File: src/rtl/siso_pkg.sv
// Shared types and helpers for the SISO shift-chain sequencer.
// Holds the controller state encoding and the counter-width helper.
package siso_pkg;

    typedef enum logic [1:0] {
        IDLE,
        SHIFT,
        FLUSH,
        HOLD
    } siso_ctrl_state_t;

    // Counter must reach DATA_W+CHAIN_DEPTH-1 (all shifts of one frame).
    function automatic int cnt_w(input int data_w, input int chain_depth);
        return $clog2(data_w + chain_depth);
    endfunction

endpackage

File: src/rtl/siso_shift_ctrl.sv
// Serialises a word into an external SISO chain, flushes it, returns it.
// Define SISO_SHIFT_CTRL_LSB_FIRST_EN for LSB-first bit order (default MSB).
module siso_shift_ctrl
    import siso_pkg::*;
#(
    parameter int DATA_W      = 8,
    parameter int CHAIN_DEPTH = 4
) (
    input  logic              clk,
    input  logic              rst,
    input  logic              in_valid,
    output logic              in_ready,
    input  logic [DATA_W-1:0] in_data,
    output logic              out_valid,
    input  logic              out_ready,
    output logic [DATA_W-1:0] out_data,
    output logic              busy,
    output logic              sr_shift,
    output logic              sr_din,
    input  logic              sr_dout
);

    localparam int CW = cnt_w(DATA_W, CHAIN_DEPTH);
    localparam logic [CW-1:0] LAST_TX  = CW'(DATA_W - 1);
    localparam logic [CW-1:0] LAST_ALL = CW'(DATA_W + CHAIN_DEPTH - 1);
    localparam logic [CW-1:0] DEPTH_C  = CW'(CHAIN_DEPTH);

    siso_ctrl_state_t  state;
    siso_ctrl_state_t  state_nxt;
    logic [CW-1:0]     cnt;
    logic [DATA_W-1:0] tx_reg;
    logic [DATA_W-1:0] rx_reg;
    logic              accept;
    logic              tx_bit;
    int                tx_idx;
    int                rx_idx;

    assign accept   = in_valid & in_ready;
    assign out_data = rx_reg;

    // State register
    always_ff @(posedge clk or posedge rst) begin
        if (rst) begin
            state <= IDLE;
        end else begin
            state <= state_nxt;
        end
    end

    // Next state plus handshake and chain-control outputs
    always_comb begin
        state_nxt = state;
        in_ready  = 1'b0;
        out_valid = 1'b0;
        busy      = 1'b1;
        sr_shift  = 1'b0;
        sr_din    = 1'b0;
        unique case (state)
            IDLE: begin
                in_ready = 1'b1;
                busy     = 1'b0;
                if (in_valid) begin
                    state_nxt = SHIFT;
                end
            end
            SHIFT: begin
                sr_shift = 1'b1;
                sr_din   = tx_bit;
                if (cnt == LAST_TX) begin
                    state_nxt = FLUSH;
                end
            end
            FLUSH: begin
                sr_shift = 1'b1;
                if (cnt == LAST_ALL) begin
                    state_nxt = HOLD;
                end
            end
            HOLD: begin
                out_valid = 1'b1;
                if (out_ready) begin
                    state_nxt = IDLE;
                end
            end
            default: begin
                state_nxt = IDLE;
            end
        endcase
    end

    // Bit positions for the outgoing and the returning bit
    always_comb begin
`ifdef SISO_SHIFT_CTRL_LSB_FIRST_EN
        tx_idx = int'(cnt);
        rx_idx = int'(cnt) - CHAIN_DEPTH;
`else
        tx_idx = DATA_W - 1 - int'(cnt);
        rx_idx = DATA_W - 1 - (int'(cnt) - CHAIN_DEPTH);
`endif
        tx_bit = 1'b0;
        for (int i = 0; i < DATA_W; i++) begin
            if (i == tx_idx) begin
                tx_bit = tx_reg[i];
            end
        end
    end

    // Counter, transmit latch and receive capture
    always_ff @(posedge clk or posedge rst) begin
        if (rst) begin
            cnt    <= '0;
            tx_reg <= '0;
            rx_reg <= '0;
        end else if (accept) begin
            tx_reg <= in_data;
            cnt    <= '0;
        end else if (sr_shift) begin
            cnt <= (cnt == LAST_ALL) ? '0 : cnt + CW'(1);
            // The first CHAIN_DEPTH outputs are stale chain zeros
            if (cnt >= DEPTH_C) begin
                for (int i = 0; i < DATA_W; i++) begin
                    if (i == rx_idx) begin
                        rx_reg[i] <= sr_dout;
                    end
                end
            end
        end
    end

endmodule

File: config.mk
export PLATFORM = sky130hd
export DESIGN_NAME = siso_shift_ctrl
export DESIGN_NICKNAME = d
export VERILOG_FILES = /design/src/rtl/siso_pkg.sv /design/src/rtl/siso_shift_ctrl.sv
export SDC_FILE = /design/constraint.sdc
export NUM_CORES = 1
export LEC_CHECK = 0
export ABC_AREA = 1
export BUFFER_PORTS_ARGS = -buffer_cell sky130_fd_sc_hd__buf_4
export CAP_MARGIN = 15
export CORE_MARGIN = 2
export CORE_UTILIZATION = 48
export CTS_CLUSTER_SIZE = 24
export DETAILED_ROUTE_END_ITERATION = 16
export HOLD_SLACK_MARGIN = 0.1
export PLACE_DENSITY = 0.72
export SLEW_MARGIN = 20
export SYNTH_ARGS = -nofsm -noshare
export SYNTH_HDL_FRONTEND = slang
export SYNTH_SLANG_ARGS = --single-unit
File: constraint.sdc
create_clock -name clk -period 1.8 [get_ports clk]
set_input_delay 0.18 -clock clk [delete_from_list [all_inputs] [get_ports clk]]
set_output_delay 0.18 -clock clk [all_outputs]
set_load 0.02 [all_outputs]
==> flow_summary.ini <==
[yosys]
synth_edf_count = 0
yosysMostFrequentCell = nand2_1
ys_warn_count = 0
synth_top_area_frac = 0.465
ys_seq_area_frac = 0.465
synth_top_cell_by_area = dfrtp_1
synth.area.mux_share = 0.0570
synthTopCellsByArea = dfrtp_1 46%, ha_1 8.4%, nand2_1 8.2%
synth_cells = 138
ys_ff_latch = 22
synth-xor-area-share = 0.00739
synth_adder_area_share = 0.0845
mappedNetlistArea_um2 = 1180
post_synth_num_cell_types = 22
synthArstFlopShare = 1.00
syn-num-nets = 159
synth_simple_gate_area_frac = 0.204
synthFlopType = dfrtp_1
synth_compound_area_frac = 0.109
yosys-top-cells-count = 26 x nand2_1, 22 x dfrtp_1, 19 x inv_1, 13 x nor2_1, 11 x a21oi_1
synth_top_family_by_area = simple AND/OR/NAND/NOR gates
syn_avg_cell_area_um2 = 8.59

[sta]
finalMaxSlewViolations = 0
hold_viol_final = 0
setup-violations-final = 1
min_period_ps = 1960
final.setup.tns_ps = -163
skew_ps = 12.2
hold_ws_ps = 109
timing.final.ws_setup_ps = -163
timing.fmax_mhz = 509
maxSlewHeadroom = 0.733
timing.final.crit_share = 1.09
rsz0062_at_grt = yes
tightest_slew_ps = 398

[clocking]
cts_max_level = 1
cts_root_buffer = clkbuf_4
cts_buffer_depth = 2
numCtsBuffers = 3
cts.sinks = 22
path_clk_slew_ps = 130
worstSkewPairLatency_ps = 320
cts_tree = yes

[placement]
dp.cells = 194
port_buffers = 25
gp_congestion = 0.846
dp_hpwl_um = 1770
placed_area_um2 = 1420
dpl_worst_slack_ps = 95.2

[outcome]
violations = negative setup slack
outcome = complete, but fails checks

[min_path]
hold_class = input pin to flop
hp-start = in_data[5]
worstHoldPathCells = 3
holdPathEnd = tx_reg[5]$_DFFE_PP0P_

[grt]
grt_usage = 0.218
grt_pass1_wl_um = 4530
grt_pass1_vias = 1104
antenna_found_initial = 0
grt_remaining_overflow = 0
grt_max_degree = 23

[worst_setup_path]
timing.rr.start = state[1]$_DFFE_PP0P_
critical_path_class = flop to output pin
cp.required_ps = 1620
end_kind = output pin
worst_ep_arrival_time_ps = 1780
start_kind = flop
r2r_end = out_data[5]$_DFFE_PP0P_
r2r_cells = 6
critPathMaxFanout = 5
r2r_setup_slack_ps = 50

[pwr]
pwr-share-comb = 0.569
p_switching_mw = 1.37
seq_power_share = 0.306
internal_power_mw = 1.72
leakage_nw = 0.797
powerDensity_nw_per_um2 = 1870
ir_drop_uv = 1140
p_clk_frac = 0.125
netSwitchingFraction = 0.444
total_power_mw = 3.09

[finish]
drive_gt1_frac = 0.337
fillCellCount = 184
num_antenna_cells = 0
stdcell_count = 211
final_nets = 203
finish.utilization = 0.688
fin_area_um2 = 1660
area_delta_synth_final_pct = 39.9

[routing]
firstDrtPassIters = 4
wire_per_inst_um = 12.7
post_drt_via_cell_ratio = 5.03
num_vias = 1061
drt_iter0_drc = 15
route.detailed.drc = 0
wirelength_um = 2670
antenna_left = 0

[die]
fp-row-count = 18
die_area_um2 = 2880
fp.dieH_um = 53.7
io_pins = 26
start_util = 0.492
die_w_um = 53.7
coreArea_um2 = 2410

[job]
max_cap_violations = 0
critical path, stage by stage, from the launching register on:
cell,delay [ps]
dfrtp_2,510
ha_4,190
buf_4,130
nand2_1,100
o21ai_0,80
inv_1,60
nand2_1,50
nand2_1,50
nand2_1,50
a21oi_2,100
buf_4,140
power by group through the flow:
stage | registers [mW] | clock network [mW] | logic (mW)
global placement | 0.900 | 0 | 1.52
floorplan | 0.989 | 0 | 0.985
finish | 0.946 | 0.386 | 1.76
CTS | 0.940 | 0.394 | 1.72
detailed placement | 0.915 | 0 | 1.55
global route | 0.981 | 0.407 | 1.97
layout by cell type, fill, tap and decap left out, types with 4 or more instances in the layout:
| master | netlist | final |
|---|---|---|
| nand2_1 | 26 | 26 |
| nor2_1 | 13 | 13 |
| dlygate4sd3_1 | 0 | 7 |
| nand3_1 | 4 | 4 |
| inv_1 | 19 | 16 |
| o21ai_0 | 10 | 9 |
| ha_1 | 8 | 4 |
| mux2_2 | 6 | 6 |
| dfrtp_1 | 22 | 20 |
| buf_4 | 1 | 34 |
| a21oi_1 | 11 | 11 |
| ha_4 | 0 | 4 |
layer usage:
| metal | routed length (um) | vias to the layer above | part of all wire | global-route usage |
|---|---|---|---|---|
| met5 | 0 | - | 0 | 0 |
| met4 | 23 | 0 | 0.0086 | 0.0897 |
| met3 | 90 | 4 | 0.034 | 0.0250 |
| met2 | 1380 | 24 | 0.52 | 0.380 |
| met1 | 1180 | 498 | 0.44 | 0.270 |
| li1 | - | 535 | - | - |
what timing repair did:
action	in CTS	in global routing
pin swaps	3	0
endpoints found under the setup margin	1	4
cloned	0	0
gates resized for setup	18	1
hold buffers	7	0
buffers inserted	5	1
hold endpoints to repair	28	0
cell type report:
class	instances	area [um2]	share of cell area
Multi-Input combinational cell	94	607	0.366
Sequential cell	22	553	0.334
Timing Repair Buffer	41	325	0.196
Inverter	20	82.6	0.0498
Tap cell	30	37.5	0.0226
Clock inverter	1	30.0	0.0181
Clock buffer	3	22.5	0.0136
cell families (layout without fill, tap and decap cells):
family	after synthesis	after routing
compound gates	24	24
xor+xnor	1	1
fa+ha+maj	8	8
buf+inv	22	65
flops	22	22
mux	6	6
simple gates	55	55
how the worst max path moves through the flow:
stage	startpoint	to	slack [ps]	cells after the start
after floorplan	state[0]$_DFFE_PP0P_	state[0]$_DFFE_PP0P_	150	7
after global placement	cnt[0]$_DFFE_PP0P_	sr_din	130	12
after detailed placement	cnt[0]$_DFFE_PP0P_	sr_din	100	12
after CTS	cnt[0]$_DFFE_PP0P_	sr_din	-150	13
after global routing	cnt[0]$_DFFE_PP0P_	sr_din	-320	13
final	cnt[0]$_DFFE_PP0P_	sr_din	-160	10
Power figures use the tool's default switching activity.
